`src/rtl/add_pkg.sv`:
```
// Shared mode encodings and signed-range helpers for the add_pipe datapath.
package add_pkg;

   localparam logic [1:0] MODE_ADD  = 2'b00;
   localparam logic [1:0] MODE_SUB  = 2'b01;
   localparam logic [1:0] MODE_ACC  = 2'b10;
   localparam logic [1:0] MODE_LOAD = 2'b11;

   // Bit patterns of the most negative / most positive two's-complement value of width w.
   function automatic logic [63:0] signed_min(input int unsigned w);
      return 64'd1 << (w - 1);
   endfunction

   function automatic logic [63:0] signed_max(input int unsigned w);
      return signed_min(w) - 64'd1;
   endfunction

endpackage

```
`src/rtl/add_core.sv`:
```
// Combinational add/sub/accumulate/load datapath with carry/borrow, signed
// overflow and optional signed saturation.
module add_core
   import add_pkg::*;
#(
   parameter int WIDTH  = 8,
   parameter bit SAT_EN = 1'b1
) (
   input  logic [WIDTH-1:0] a,
   input  logic [WIDTH-1:0] b,
   input  logic [1:0]       mode,
   input  logic             sat,
   output logic [WIDTH-1:0] res,
   output logic             carry,
   output logic             ovf
);

   localparam logic [WIDTH-1:0] MAX_VAL = WIDTH'(signed_max(WIDTH));
   localparam logic [WIDTH-1:0] MIN_VAL = WIDTH'(signed_min(WIDTH));

   logic [WIDTH:0] raw;
   logic           sign_a;
   logic           sign_b;
   logic           sign_r;

   assign sign_a = a[WIDTH-1];
   assign sign_b = b[WIDTH-1];
   assign sign_r = raw[WIDTH-1];

   // NOTE: every signal driven here gets a default first, so no path leaves it unassigned and no latch is inferred.
   always_comb begin
      raw   = '0;
      carry = 1'b0;
      ovf   = 1'b0;
      case (mode)
         MODE_ADD, MODE_ACC: begin
            raw   = {1'b0, a} + {1'b0, b};
            carry = raw[WIDTH];
            ovf   = (sign_a == sign_b) && (sign_r != sign_a);
         end
         MODE_SUB: begin
            // Top bit of the extended difference is the unsigned borrow.
            raw   = {1'b0, a} - {1'b0, b};
            carry = raw[WIDTH];
            ovf   = (sign_a != sign_b) && (sign_r != sign_a);
         end
         default: raw = {1'b0, b};
      endcase

      res = raw[WIDTH-1:0];
      if (SAT_EN && sat && ovf) begin
         res = sign_a ? MIN_VAL : MAX_VAL;
      end
   end

endmodule

```
`src/rtl/add_pipe.sv`:
```
// Registered adder/accumulator with valid/ready on both sides: latency 1,
// full throughput, and an accumulator fed from the same result as out.
module add_pipe
   import add_pkg::*;
#(
   parameter int WIDTH  = 8,
   parameter bit SAT_EN = 1'b1
) (
   input  logic             clk,
   input  logic             reset,
   input  logic             in_valid,
   output logic             in_ready,
   input  logic [WIDTH-1:0] in1,
   input  logic [WIDTH-1:0] in2,
   input  logic [1:0]       mode,
   input  logic             sat,
   output logic             out_valid,
   input  logic             out_ready,
   output logic [WIDTH-1:0] out,
   output logic             carry,
   output logic             ovf,
   output logic [WIDTH-1:0] acc
);

   logic             use_acc;
   logic             accept;
   logic [WIDTH-1:0] op_a;
   logic [WIDTH-1:0] op_b;
   logic [WIDTH-1:0] res;
   logic             res_carry;
   logic             res_ovf;

   // ACC and LOAD take the accumulator as operand A and in1 as operand B.
   assign use_acc = (mode == MODE_ACC) || (mode == MODE_LOAD);
   assign op_a    = use_acc ? acc : in1;
   assign op_b    = use_acc ? in1 : in2;

   assign in_ready = !out_valid || out_ready;
   assign accept   = in_valid && in_ready;

   add_core #(
      .WIDTH  (WIDTH),
      .SAT_EN (SAT_EN)
   ) u_core (
      .a     (op_a),
      .b     (op_b),
      .mode  (mode),
      .sat   (sat),
      .res   (res),
      .carry (res_carry),
      .ovf   (res_ovf)
   );

   // NOTE: state registers use non-blocking assignments so every flop samples pre-edge values regardless of statement order.
   always_ff @(posedge clk) begin
      if (reset) begin
         out_valid <= 1'b0;
         out       <= '0;
         carry     <= 1'b0;
         ovf       <= 1'b0;
         acc       <= '0;
      end else if (accept) begin
         out_valid <= 1'b1;
         out       <= res;
         carry     <= res_carry;
         ovf       <= res_ovf;
         if (use_acc) begin
            acc <= res;
         end
      end else if (out_ready) begin
         out_valid <= 1'b0;
      end
   end

endmodule

```
`config.mk`:
```
export PLATFORM = sky130hd
export DESIGN_NAME = add_pipe
export DESIGN_NICKNAME = d
export VERILOG_FILES = /design/src/rtl/add_pkg.sv /design/src/rtl/add_core.sv /design/src/rtl/add_pipe.sv
export SDC_FILE = /design/constraint.sdc
export NUM_CORES = 1
export LEC_CHECK = 0
export BUFFER_PORTS_ARGS = -buffer_cell sky130_fd_sc_hd__buf_4
export CAP_MARGIN = 10
export CORE_ASPECT_RATIO = 0.75
export CORE_MARGIN = 8
export CORE_UTILIZATION = 55
export CTS_BUF_LIST = sky130_fd_sc_hd__clkbuf_16
export DETAILED_ROUTE_END_ITERATION = 8
export GPL_ROUTABILITY_DRIVEN = 0
export PLACE_DENSITY_LB_ADDON = 0.25
export SLEW_MARGIN = 20
export SYNTH_ARGS = -nofsm -noshare
export SYNTH_HDL_FRONTEND = slang
export SYNTH_SLANG_ARGS = --single-unit
```
`constraint.sdc`:
```
create_clock -name clk -period 8.7 [get_ports clk]
set_input_delay 0.435 -clock clk [delete_from_list [all_inputs] [get_ports clk]]
set_output_delay 0.435 -clock clk [all_outputs]
set_load 0.1 [all_outputs]
```
==> flow_results.org, run 1 <==
** Run status
- Status :: finished, final reports clean

** Yosys
- Number of standard cells after synthesis :: 273
- Leading cell types by count after synthesis :: 23 x sky130_fd_sc_hd__a21oi_1, 21 x sky130_fd_sc_hd__inv_1, 20 x sky130_fd_sc_hd__nor2_1, 19 x sky130_fd_sc_hd__dfxtp_1
- In the synthesized netlist the async set-or-reset flop fraction comes to 0%.
- Number of unique standard cell types used by synthesis :: 59
- When the netlist entered floorplanning its net count stood at 313.
- Of the post-synthesis cell area, the dominant cell type holds 18.1%.
- Summing the sequential cell areas from Yosys gives 18.1% of the chip area.
- Number of enable-type register cells in the synthesized netlist :: 0
- Post-Syn Area :: 0.00211 sq mm
- Dividing the synthesized area by the synthesized cell count gives 7.72 sq um.
- By area the synthesized netlist is led by sky130_fd_sc_hd__dfxtp_1 18%, sky130_fd_sc_hd__ha_1 9.5%, sky130_fd_sc_hd__mux2_2 6.4%.
- The biggest area contributor in the post-synthesis netlist is sky130_fd_sc_hd__dfxtp_1.
- Among all flip-flop cells after synthesis, the most frequent one is sky130_fd_sc_hd__dfxtp_1.
- Seq cells post-synth :: 19
- Most common cell in the netlist :: sky130_fd_sc_hd__a21oi_1
- Yosys printed 0 warnings.

** Global routing
- Entering global routing, the biggest net connects 36 pins.
- The first global-routing pass estimated 9.43 mm of wire.
- Global routing consumed, over all layers together, 18.5% of the routing resources.
- Summed over all layers, the global routing overflow is 0.
- Number of global-route vias before repair :: 1976
- The number of antenna violations at the first check in global routing came to 0.

** Floorplan
- Pin placement for this block handled 43 I/O pins.
- DIE AREA :: 0.00609 sq mm
- In this run the standard cell core region covers 0.00366 sq mm.
- Overall die width :: 87.5 um
- The initialized floorplan defines 19 standard-cell rows.
- Initial standard-cell utilization of the core :: 57.6%
- Die Y-Extent :: 69.6 um

** Finish
- Fill cells in the final layout number 336.
- Relative to the synthesized area, the layout overhead comes to 16.9%.
- Proportion of layout cells with a drive suffix above 1 :: 24.0%
- Final antenna diode count :: 0
- The final layout contains 341 nets.

** Pwr
- For this design the static power due to leakage is 1.14 nW.
- Overall power consumption after layout is estimated at 0.000444 W.
- The worst-case IR drop observed on VDD is 0.164 mV.
- Total power density per cell area :: 180 mW/mm^2

** Route
- The routed layout has 2114 vias.
- DRC violation count after routing :: 0
- The routed design has 5.72 mm of wire.
- After detailed routing, the number of vias per cell comes to 6.01.
- Total iterations of the first detailed-routing run :: 7
- Remaining antenna violation count after routing :: 0
- Detail-routed net length per standard cell :: 16.2 um
- Violation count after the first detailed-routing iteration :: 200

** Critical path
- STA classifies the critical path startpoint as a primary input.
- Data arrival time of the critical path :: 4.23 ns
- CP Data Required Time :: 8.83 ns
- In this run the worst path has a maximum fanout of 35.
- The worst setup path is of the in2reg kind.
- Type of element capturing the critical path :: flop

** Min path
- In this run the worst hold path is classified as in2reg.

** Timing
- RSZ-0062 raised after global routing :: false
- Clock skew after layout :: 0.00350 ns
- Setup-violating endpoint count in the final report :: 0
- The final hold violation count was 0.
- Tcrit/Tclk final :: 47.1%
- Setup slack closes at 4.60 ns.
- Post-layout min period :: 4.10 ns
- At the pin with the least slew margin, the transition time is 0.967 ns.
- Maximum achievable frequency :: 244 MHz
- Sum Neg Setup Slack :: 0 ns
- The number of max-slew violations in the final report came to 0.
- Rel. slew slack :: 33.7%

** Place
- Port Buffers :: 42
- Half-perimeter wire length after placement :: 4.40 mm
- Setup WS pre-CTS :: 4.48 ns

** Job
- Maximum Capacitance Violations :: 0

** Clock network
- Sink Count :: 19
- CTS H-Tree Depth :: 1
- The root buffer cell chosen for the clock tree is sky130_fd_sc_hd__clkbuf_16.
- Clock tree from TritonCTS :: yes
- Post-cts sizing count :: 0
- Clock-pin slew was measured on the worst setup and hold paths at 0.06 ns.
- After clock tree synthesis, the flow added hold-fix buffers numbering 0.
- For the worst-skew pair, the clock arrives at the later sink with an insertion delay of 0.25 ns.
- Total CTS buffers :: 3
- Buffer levels on the longest clock path :: 2
- Post-CTS Setup Bufs :: 0
per-layer routing:
layer / vias up / share of wire, % / track usage, %
met2: 98 / 43 / 28.4
li1: 1049 / - / -
met1: 961 / 47 / 25.7
met5: - / 0 / 0
met3: 6 / 9.8 / 4.50
met4: 0 / 0.30 / 1.71
where the power goes:
part           internal (W)  leakage [nW]  switching (W)
Clock             0.0000611        0.0423      0.0000328
Combinational     0.0000763         0.945       0.000170
Sequential        0.0000969         0.157     0.00000642
area by class of cell:
class | count | area [sq um] | share of cell area [%]
multi-input combinational | 213 | 1540 | 62.3
sequential | 19 | 380 | 15.4
timing repair buffer | 42 | 315 | 12.8
inverter | 22 | 87.6 | 3.56
clock buffer | 3 | 75.1 | 3.05
tap | 52 | 65.1 | 2.64
clock inverter | 1 | 3.75 | 0.152
critical path: stages:
cell	delay, ns
sky130_fd_sc_hd__buf_4	0.35
sky130_fd_sc_hd__mux2i_1	0.86
sky130_fd_sc_hd__inv_1	0.35
sky130_fd_sc_hd__ha_1	0.53
sky130_fd_sc_hd__xor2_1	0.16
sky130_fd_sc_hd__o21ai_0	0.08
sky130_fd_sc_hd__mux2_2	0.29
sky130_fd_sc_hd__or3_1	0.63
sky130_fd_sc_hd__nor3_1	0.43
sky130_fd_sc_hd__o31ai_2	0.11
placed cells by master (no fill, tap or decap), drive strengths merged, types with 5 or more instances in the layout:
cell type and count:
mux2 13, inv 22, nand2 17, nor3 9, mux2i 9, o21ai 15, a21o 6, nand4 5
a21oi 24, buf 42, dfxtp 19, nor2 21, nor2b 5, nand2b 5, a211oi 7, nand3 17
ha 16
state kept, by name, summed over array words and instances (netlist names):
name       count
carry          1
ovf            1
out            8
acc            8
out_valid      1
stage by stage:
stage	instance area (sq um)	hold slack, ns	cells	util (%)
CTS	2460	0.431	352	67.3
global placement	2380	0.443	348	65.1
global route	2460	0.450	352	67.3
finish	2460	0.442	352	67.3
detailed placement	2380	0.449	348	65.1
floorplan	2110	0.564	273	-
logic make-up (layout without fill, tap and decap cells):
family	after synthesis	in the layout	synth area share, %
and+or+nand+nor	88	88	20.3
AOI/OAI and AO/OA	81	81	27.7
buffers and inverters	41	68	9.09
muxes	22	22	12.0
DFF	19	19	18.1
adders and majority gates	17	17	10.5
xor gates and xnor gates	5	5	2.44
path summary, 6_finish.rpt:
kind	startpoint	endpoint	slack (ns)	cells after the start
setup / recovery	mode[1]	acc[0]	4.60	10
hold / removal	reset	out[7]	0.44	2
setup reg to reg	acc[7]	acc[0]	4.91	9
hold reg to reg	out[7]	out[7]	0.45	2
(Power assumes the default switching activity.)
==> run 2: changes to the inputs <==
- clock period: 8.7 -> 4.3 ns (I/O delays scaled with it)
==> run 2 against run 1 <==
Final cell count is 0.57% higher. Worst hold slack worse by 0.23 ns. Sequential share of layout area fell by 0.094 points. Total power rose by 100%. Sequential power is 100% higher. Worst setup slack worse by 3.7 ns. Cell area up 0.61%. Utilization rose by 0.41 points. Non-clock buffer count grew 2. Combinational power grew 100%. Via count decreased by 1.8%. Register-to-register slack got worse by 3.9 ns. Critical path type unchanged. Largest cell class unchanged. Largest power group unchanged. Highest routed layer unchanged.
==> flow_results.org, run 2 (synthesis results as in run 1) <==
** Clock network
- Post-cts sizing count :: 0 (unchanged)
- The hold buffer count at CTS is 0 (unchanged).
- Sink Count :: 19 (unchanged)
- The TritonCTS buffer count is 3 (unchanged).
- CTS root buffer :: sky130_fd_sc_hd__clkbuf_16 (unchanged)
- CTS H-Tree Depth :: 1 (unchanged)
- Clock tree from TritonCTS :: yes (unchanged)
- The clock-pin slew on the worst setup and hold paths was 0.05 ns (was 0.06 ns).
- The worst-case clock buffer depth came to 2 (unchanged).
- Post-CTS Setup Bufs :: 0 (unchanged)
- Worst-Skew Late Latency :: 0.25 ns (about the same)

** Job
- Maximum Capacitance Violations :: 0 (unchanged)

** Timing
- Final slew viol count :: 0 (unchanged)
- Slew at the pin closest to its max-slew limit :: 0.622 ns (was 0.967 ns)
- Derived from the worst setup path, the maximum achievable clock frequency is 292 MHz.
- Setup WS post-layout :: 0.876 ns (was 4.60 ns)
- The final hold violation count came to 0 (unchanged).
- Tcrit/Tclk final :: 79.6%
- Counting I/O delays and the setup requirement, the final critical path takes 3.42 ns.
- Clock skew after layout :: 0.00257 ns (was 0.00350 ns)
- Setup-violating endpoint count in the final report :: 0 (unchanged)
- Worst-case hold slack :: 0.208 ns (was 0.442 ns)
- The worst relative slew slack was 58.6% (was 33.7%).
- Sum Neg Setup Slack :: 0 ns (unchanged)
- RSZ-0062 raised after global routing :: false (unchanged)

** Pwr
- Design internal power :: 0.000478 W (was 0.000234 W)
- The total power divided by cell area is 364 mW/mm^2 (was 180 mW/mm^2).
- The highest ir drop seen on vdd was 0.322 mV (was 0.164 mV).
- The switching power is 0.000424 W (was 0.000210 W).
- Portion of total power attributed to the clock network :: 21.1% (was 21.2%)
- The static power due to leakage is 1.15 nW (was 1.14 nW).
- Sequential fraction of design power :: 23.2% (was 23.3%)
- The switching share of power is 47.0% (was 47.2%).
- Combinational group share of total power :: 55.8% (was 55.6%)

** Global routing
- Global-route wire length before repair :: 9.11 mm (was 9.43 mm)
- Number of global-route vias before repair :: 1939 (was 1976)
- The number of antenna violations at the first check in global routing was 0 (unchanged).
- Largest net degree at the start of global routing :: 36 (unchanged)
- The total track usage was 18.1% (was 18.5%).
- The aggregate global routing overflow was 0 (unchanged).

** Critical path
- Reg2reg setup slack :: 0.99 ns (was 4.91 ns)
- Type of element capturing the critical path :: flop (unchanged)
- The type of the worst setup path was in2reg (unchanged).
- The highest fanout seen on the critical path was 35 (unchanged).
- Data arrival time of the critical path :: 3.56 ns (was 4.23 ns)
- CP Data Required Time :: 4.43 ns (was 8.83 ns)
- Critical Path Source Type :: primary input (unchanged)

** Route
- The routed length per placed instance came to 15.4 um (was 16.2 um).
- The average vias per placed instance came to 5.86 (was 6.01).
- Violation count after the first detailed-routing iteration :: 153 (was 200)
- DRC violation count after routing :: 0 (unchanged)
- Total wire length :: 5.44 mm (was 5.72 mm)
- The number of iterations in the first detailed-routing pass was 4 (was 7).
- Remaining antenna violation count after routing :: 0 (unchanged)
- Total number of vias :: 2076 (was 2114)

** Finish
- Final antenna diode count :: 0 (unchanged)
- The post-layout utilization of the core is 67.7% (was 67.3%).
- The final standard cell count with taps included and fillers excluded is 354 (was 352).
- Proportion of layout cells with a drive suffix above 1 :: 24.5% (was 24.0%)
- The footprint of the flip-flops and latches is 380 sq um (unchanged).
- The number of inserted filler cells in the final layout came to 345 (was 336).
- Most frequent cells in the layout :: 44 x sky130_fd_sc_hd__buf_4, 23 x sky130_fd_sc_hd__a21oi_1, 22 x sky130_fd_sc_hd__inv_1, 20 x sky130_fd_sc_hd__nor2_1, 19 x sky130_fd_sc_hd__dfxtp_1 (was 42 x sky130_fd_sc_hd__buf_4, 23 x sky130_fd_sc_hd__a21oi_1, 22 x sky130_fd_sc_hd__inv_1, 20 x sky130_fd_sc_hd__nor2_1, 19 x sky130_fd_sc_hd__dfxtp_1)
- Registers with the most flip-flops :: acc x8, out x8 (unchanged)
- The post-synthesis to final-layout area growth is 17.6% (was 16.9%).
- The post-layout net count came to 343 (was 341).
- The footprint of the multi-input gates came to 0.00154 sq mm (unchanged).
- Most common library cell in the layout ignoring fill and taps :: sky130_fd_sc_hd__buf_4 (unchanged)

** Floorplan
- Die Y-Extent :: 69.6 um (unchanged)
- The area of the core came to 0.00366 sq mm (unchanged).
- The floorplan die width came to 87.5 um (unchanged).
- The initial core utilization came to 57.6% (unchanged).
- The area of the die is 0.00609 sq mm (unchanged).
- Count of pins on the block boundary :: 43 (unchanged)
- The row count came to 19 (unchanged).

** Place
- Port Buffers :: 42 (unchanged)
- Setup WS pre-CTS :: 0.664 ns (was 4.48 ns)
- Number of placed instances with taps included :: 350 (was 348)
- Half-perimeter wire length after placement :: 4.29 mm (was 4.40 mm)

** Min path
- Hold Crit Class :: in2reg (unchanged)

** Run status
- Status: finished, final reports clean (unchanged).
[run 2: changes by cell type in the layout (fill, tap and decap cells not counted), sizes merged]
cell | previous run | this run
buf | 42 | 44
[run 2: path summary, 6_finish.rpt]
kind	to	depth (start not counted)	start
min	out[7]	2	reset
max	acc[0]	10	mode[1]
max reg2reg	acc[0]	9	acc[3]
min reg2reg	out[7]	2	out[7]
[run 2: metal layers]
metal  global-route usage (%)  up-vias  routed length, um
met5                        0        -                  0
met4                     3.61        0                 39
met3                     5.44        7                488
met2                     25.8       66               2330
met1                     25.6      954               2580
li1                         -     1049                  -
[run 2: power by group through the flow]
stage,sequential [W],clock (W),combinational [W]
floorplan,0.000351,0,0.000268
global placement,0.000212,0,0.000492
detailed placement,0.000213,0,0.000497
CTS,0.000209,0.000190,0.000500
global route,0.000211,0.000201,0.000541
finish,0.000209,0.000190,0.000503
[run 2: metrics by stage]
stage | cell area, sq um | total power (W)
detailed placement | 2400 | 0.000710
global placement | 2400 | 0.000704
floorplan | 2110 | 0.000619
finish | 2480 | 0.000903
global route | 2480 | 0.000953
CTS | 2480 | 0.000899
[run 2: final cells by class]
cell class | instances | share of cell area [%]
clock inverter | 1 | 0.152
tap | 52 | 2.63
sequential | 19 | 15.4
inverter | 22 | 3.54
timing repair buffer | 44 | 13.3
clock buffer | 3 | 3.03
multi-input combinational | 213 | 62.0
[run 2: critical path, cell delays in order]
cell	delay [ns]
sky130_fd_sc_hd__buf_4	0.34
sky130_fd_sc_hd__mux2_2	0.40
sky130_fd_sc_hd__ha_1	0.51
sky130_fd_sc_hd__nand3_1	0.15
sky130_fd_sc_hd__a21o_1	0.17
sky130_fd_sc_hd__a21oi_1	0.16
sky130_fd_sc_hd__mux2_2	0.38
sky130_fd_sc_hd__or3_1	0.65
sky130_fd_sc_hd__nor3_1	0.44
sky130_fd_sc_hd__o31ai_2	0.11
==> run 3: changes to the inputs <==
- ABC_AREA: not set -> 1
- CORE_UTILIZATION: 55 -> 50
- clock period: 4.3 -> 3 ns (I/O delays scaled with it)
==> run 3 against run 2 <==
Clock-buffer cell count unchanged. Sequential cell count unchanged. Clock skew about the same. Critical path type is now reg2reg. Critical endpoint unchanged. Highest routed layer unchanged.
==> flow_results.org, run 3 <==
** Pwr
- Psw :: 0.000538 W (was 0.000424 W)
- The sequential share of power is 24.8% (was 23.2%).
- Total power density per cell area :: 494 mW/mm^2 (was 364 mW/mm^2)
- Leakage :: 1.33 nW (was 1.15 nW)
- The power after layout came to 0.00117 W (was 0.000903 W).
- The highest ir drop seen on vdd came to 0.358 mV (was 0.322 mV).
- The switching share of power is 46.1% (was 47.0%).
- Combinational group share of total power :: 52.2% (was 55.8%)
- The internal power of the cells was 0.000629 W (was 0.000478 W).
- The portion of total power attributed to the clock network is 23.0% (was 21.1%).

** Place
- Half-perimeter wire length after placement :: 4.30 mm (was 4.29 mm)
- Number of placed instances with taps included :: 399 (was 350)
- The count of input and output buffers was 42 (unchanged).

** Min path
- Hold Crit Class :: in2reg (unchanged)

** Route
- DRC violation count after routing :: 0 (unchanged)
- The average vias per placed instance was 5.17 (was 5.86).
- The overall routed net length came to 5.25 mm (was 5.44 mm).
- The violation count after the first detailed-routing iteration came to 186 (was 153).
- The total vias in the final route came to 2085 (was 2076).
- The remaining number of nets flagged by the antenna check after routing came to 0 (unchanged).
- The routed length per placed instance is 13.0 um (was 15.4 um).
- Total iterations of the first detailed-routing run :: 4 (unchanged)

** Yosys
- The count of flip-flops with a built-in enable after synthesis was 0 (unchanged).
- Post-synthesis net count :: 354 (was 313)
- Prevailing post-synth register cell :: sky130_fd_sc_hd__dfxtp_1 (unchanged)
- The summed instance area of the synthesized netlist came to 0.00195 sq mm (was 0.00211 sq mm).
- Compound-Gate Fraction of Synth Area :: 15.5% (was 27.7%)
- The synthesis-stage register bit count is 19 (unchanged).
- Simple-Gate Fraction of Synth Area :: 38.8% (was 20.3%)
- Synth warn :: 0 (unchanged)
- Adder-cell share of the synthesized area :: 11.3% (was 10.5%)
- The cell taking the most area after synthesis is sky130_fd_sc_hd__dfxtp_1 (unchanged).
- The sequential-to-total area share from yosys stat is 19.5% (was 18.1%).
- Share of the synthesized area in the top cell type :: 19.5% (was 18.1%)
- Syn_area_per_cell :: 6.22 sq um (was 7.72 sq um)
- The distinct cell type count of the synthesized netlist came to 34 (was 59).
- Xor and xnor area share after synthesis :: 0.897% (was 2.43%)
- The share of flip-flops with an asynchronous set or reset after synthesis came to 0% (unchanged).
- Leading cell types by count after synthesis :: 75 x sky130_fd_sc_hd__nand2_1, 48 x sky130_fd_sc_hd__inv_1, 28 x sky130_fd_sc_hd__nor2_1, 27 x sky130_fd_sc_hd__nand3_1, 20 x sky130_fd_sc_hd__a21oi_1 (was 23 x sky130_fd_sc_hd__a21oi_1, 21 x sky130_fd_sc_hd__inv_1, 20 x sky130_fd_sc_hd__nor2_1, 19 x sky130_fd_sc_hd__dfxtp_1)
- Number of standard cells after synthesis :: 314 (was 273)
- Share of synthesized area spent on multiplexers :: 0% (was 12.0%)
- Cell types occupying the most area after synthesis :: sky130_fd_sc_hd__dfxtp_1 19%, sky130_fd_sc_hd__nand2_1 14%, sky130_fd_sc_hd__ha_1 10% (was sky130_fd_sc_hd__dfxtp_1 18%, sky130_fd_sc_hd__ha_1 9.5%, sky130_fd_sc_hd__mux2_2 6.4%)
- The combinational family with the most area after synthesis is simple AND/OR/NAND/NOR gates (was compound AO/OA/AOI/OAI gates).
- The most instantiated library cell after synthesis is sky130_fd_sc_hd__nand2_1 (was sky130_fd_sc_hd__a21oi_1).

** Clock network
- Total CTS buffers :: 3 (unchanged)
- Buffer levels on the longest clock path :: 2 (unchanged)
- Sink Count :: 19 (unchanged)
- The hold buffer count at CTS is 0 (unchanged).
- The buffer type at the clock tree root was sky130_fd_sc_hd__clkbuf_16 (unchanged).
- The clock latency on the worst-skew pair was 0.25 ns (about the same).
- The number of resized instances in the post-cts repair step came to 0 (unchanged).
- The clock-pin slew on the worst setup and hold paths was 0.05 ns (about the same).
- The buffers inserted during post-CTS setup optimization was 0 (unchanged).
- Clock tree from TritonCTS :: yes (unchanged)
- The number of levels in the clock H-tree is 1 (unchanged).

** Finish
- The post-layout utilization of the core came to 63.7% (was 67.7%).
- Registers with the most flip-flops :: acc x8, out x8 (unchanged)
- Count of fill cells added during filler insertion :: 373 (was 345)
- The final standard cell count with taps included and fillers excluded is 403 (was 354).
- The commonest non-fill, non-tap cell in the layout is sky130_fd_sc_hd__nand2_1 (was sky130_fd_sc_hd__buf_4).
- Final antenna diode count :: 0 (unchanged)
- Most frequent cells in the layout :: 75 x sky130_fd_sc_hd__nand2_1, 49 x sky130_fd_sc_hd__inv_1, 43 x sky130_fd_sc_hd__buf_4, 28 x sky130_fd_sc_hd__nor2_1, 27 x sky130_fd_sc_hd__nand3_1 (was 44 x sky130_fd_sc_hd__buf_4, 23 x sky130_fd_sc_hd__a21oi_1, 22 x sky130_fd_sc_hd__inv_1, 20 x sky130_fd_sc_hd__nor2_1, 19 x sky130_fd_sc_hd__dfxtp_1)
- Proportion of layout cells with a drive suffix above 1 :: 22.2% (was 24.5%)
- Synth-to-layout area growth :: 20.9% (was 17.6%)
- The post-layout net count came to 392 (was 343).

** Timing
- Subtracting the final worst setup slack from the clock period gives 2.56 ns.
- Timing would allow up to 390 MHz.
- The setup clock skew after layout is 0.00230 ns (was 0.00257 ns).
- The worst relative slew slack came to 49.6% (was 58.6%).
- Number of hold-slack violations in the final timing report :: 0 (unchanged)
- Tcrit/Tclk final :: 85.4%
- Slew at the pin closest to its max-slew limit :: 0.753 ns (was 0.622 ns)
- The final number of setup-violating endpoints is 0 (unchanged).
- RSZ-0062 raised after global routing: false (unchanged).
- The number of max-slew violations in the final report came to 0 (unchanged).
- Sum Neg Setup Slack :: 0 ns (unchanged)

** Critical path
- The data required time at the worst endpoint came to 3.15 ns (was 4.43 ns).
- The largest stage delay on the critical path is 0.39 ns (was 0.65 ns).
- Cell-by-cell listing of the critical path :: inv_1 > o21ai_0 > ha_1 > nor4_1 > nand2_2 > nand2_1 > nand2_1 > nand3_2 > nand2_4 > nand2_4 > nand4_4 > nand2_2 > nand3_1 > nand2_1 > inv_1 (was buf_4 > mux2_2 > ha_1 > nand3_1 > a21o_1 > a21oi_1 > mux2_2 > or3_1 > nor3_1 > o31ai_2)
- Worst-path maximum fanout :: 8 (was 35)
- The critical path capture point type is a flop (unchanged).
- Critical Path Source Type :: flop (was primary input)
- The most used cell along the critical path was sky130_fd_sc_hd__nand2_1 (was sky130_fd_sc_hd__mux2_2).
- The worst path arrival time came to 2.71 ns (was 3.56 ns).
- The standard cell with the maximum stage delay on the critical path is sky130_fd_sc_hd__ha_1 (was sky130_fd_sc_hd__or3_1).
- The type of the worst setup path is reg2reg (was in2reg).
- Buffers and inverters on the worst path :: 2 (was 1)
- The family of cells with the greatest summed delay on the critical path is simple AND/OR/NAND/NOR gates (unchanged).

** Floorplan
- The row count was 19 (unchanged).
- Floorplan Core Area :: 0.00371 sq mm (was 0.00366 sq mm)
- The initial core utilization was 52.7% (was 57.6%).
- Overall die width :: 88.2 um (was 87.5 um)
- Count of pins on the block boundary :: 43 (unchanged)
- The height of the die came to 70.1 um (was 69.6 um).
- DIE AREA :: 0.00618 sq mm (was 0.00609 sq mm)

** Run status
- Status: finished, final reports clean (unchanged).

** Global routing
- The number of antenna violations at the first check in global routing came to 0 (unchanged).
- The total track usage was 17.1% (was 18.1%).
- The pin count of the biggest net entering global routing is 20 (was 36).
- The number of global-route vias before repair came to 1881 (was 1939).
- The wire length of the first global-routing pass came to 8.54 mm (was 9.11 mm).
- Total congestion overflow :: 0 (unchanged)

** Job
- The total of max-cap violations is 0 (unchanged).
==> run 3: changes by cell type after synthesis, sizes merged, moves of 7 or more <==
cell,before,now
nand2,17,93
inv,21,55
nor3,9,0
mux2i,9,0
a211oi,7,0
nand3,17,30
clkbuf,14,4
nor2,21,29
mux2,13,0
==> run 3: area by class of cell <==
type	count	area, sq um	share of cell area, %
repair buffers	43	323	13.7
multi-input cells	229	1300	54.9
well taps	52	65.1	2.75
clock inverters	1	3.75	0.159
clock buffers	3	75.1	3.18
flip-flops and latches	19	380	16.1
inverters	56	218	9.22
==> run 3: layer usage <==
layer,vias up,part of all wire [%],GRT usage [%]
met3,7,9.2,5.14
met5,-,0,0
met4,0,1.3,5.42
li1,1071,-,-
met1,923,47,23.4
met2,84,42,24.4
==> run 3: cells by family after synthesis <==
logic type                 count (synthesis)
xor gates and xnor gates                   2
adders and majority gates                 17
and+or+nand+nor                          157
buffers and inverters                     66
DFF                                       19
AOI/OAI and AO/OA                         53
==> run 3: power by group through the flow <==
| stage | clock network (W) | registers (W) | logic [W] |
|---|---|---|---|
| global placement | 0 | 0.000294 | 0.000598 |
| CTS | 0.000275 | 0.000290 | 0.000605 |
| global route | 0.000289 | 0.000293 | 0.000661 |
| floorplan | 0 | 0.000460 | 0.000307 |
| detailed placement | 0 | 0.000295 | 0.000602 |
| finish | 0.000268 | 0.000290 | 0.000609 |
==> run 3: path summary, 6_finish.rpt <==
kind	from	cells after the start	end	slack, ns
worst max register to register	acc[4]	15	acc[0]	0.44
worst min-delay path	reset	2	out_valid	0.18
worst max-delay path	acc[4]	15	acc[0]	0.44
worst min register to register	out_valid	2	out_valid	0.53
==> run 3: metrics by stage <==
stage          setup WS [ns]  hold WS (ns)  instance area, sq um
2_1_floorplan         0.0299         0.295                  1950
3_3_place_gp           0.387         0.439                  2280
3_5_place_dp           0.300         0.438                  2280
4_1_cts                0.451         0.174                  2360
5_1_grt                0.179         0.189                  2360
6_report               0.439         0.181                  2360
==> run 3: worst register-to-register path, cell delays in order, from the launching register on <==
cell and delay (ns):
sky130_fd_sc_hd__dfxtp_1 0.34, sky130_fd_sc_hd__inv_1 0.06, sky130_fd_sc_hd__o21ai_0 0.32, sky130_fd_sc_hd__ha_1 0.39
sky130_fd_sc_hd__nor4_1 0.38, sky130_fd_sc_hd__nand2_2 0.09, sky130_fd_sc_hd__nand2_1 0.07, sky130_fd_sc_hd__nand2_1 0.06
sky130_fd_sc_hd__nand3_2 0.10, sky130_fd_sc_hd__nand2_4 0.08, sky130_fd_sc_hd__nand2_4 0.07, sky130_fd_sc_hd__nand4_4 0.16
sky130_fd_sc_hd__nand2_2 0.11, sky130_fd_sc_hd__nand3_1 0.07, sky130_fd_sc_hd__nand2_1 0.10, sky130_fd_sc_hd__inv_1 0.04
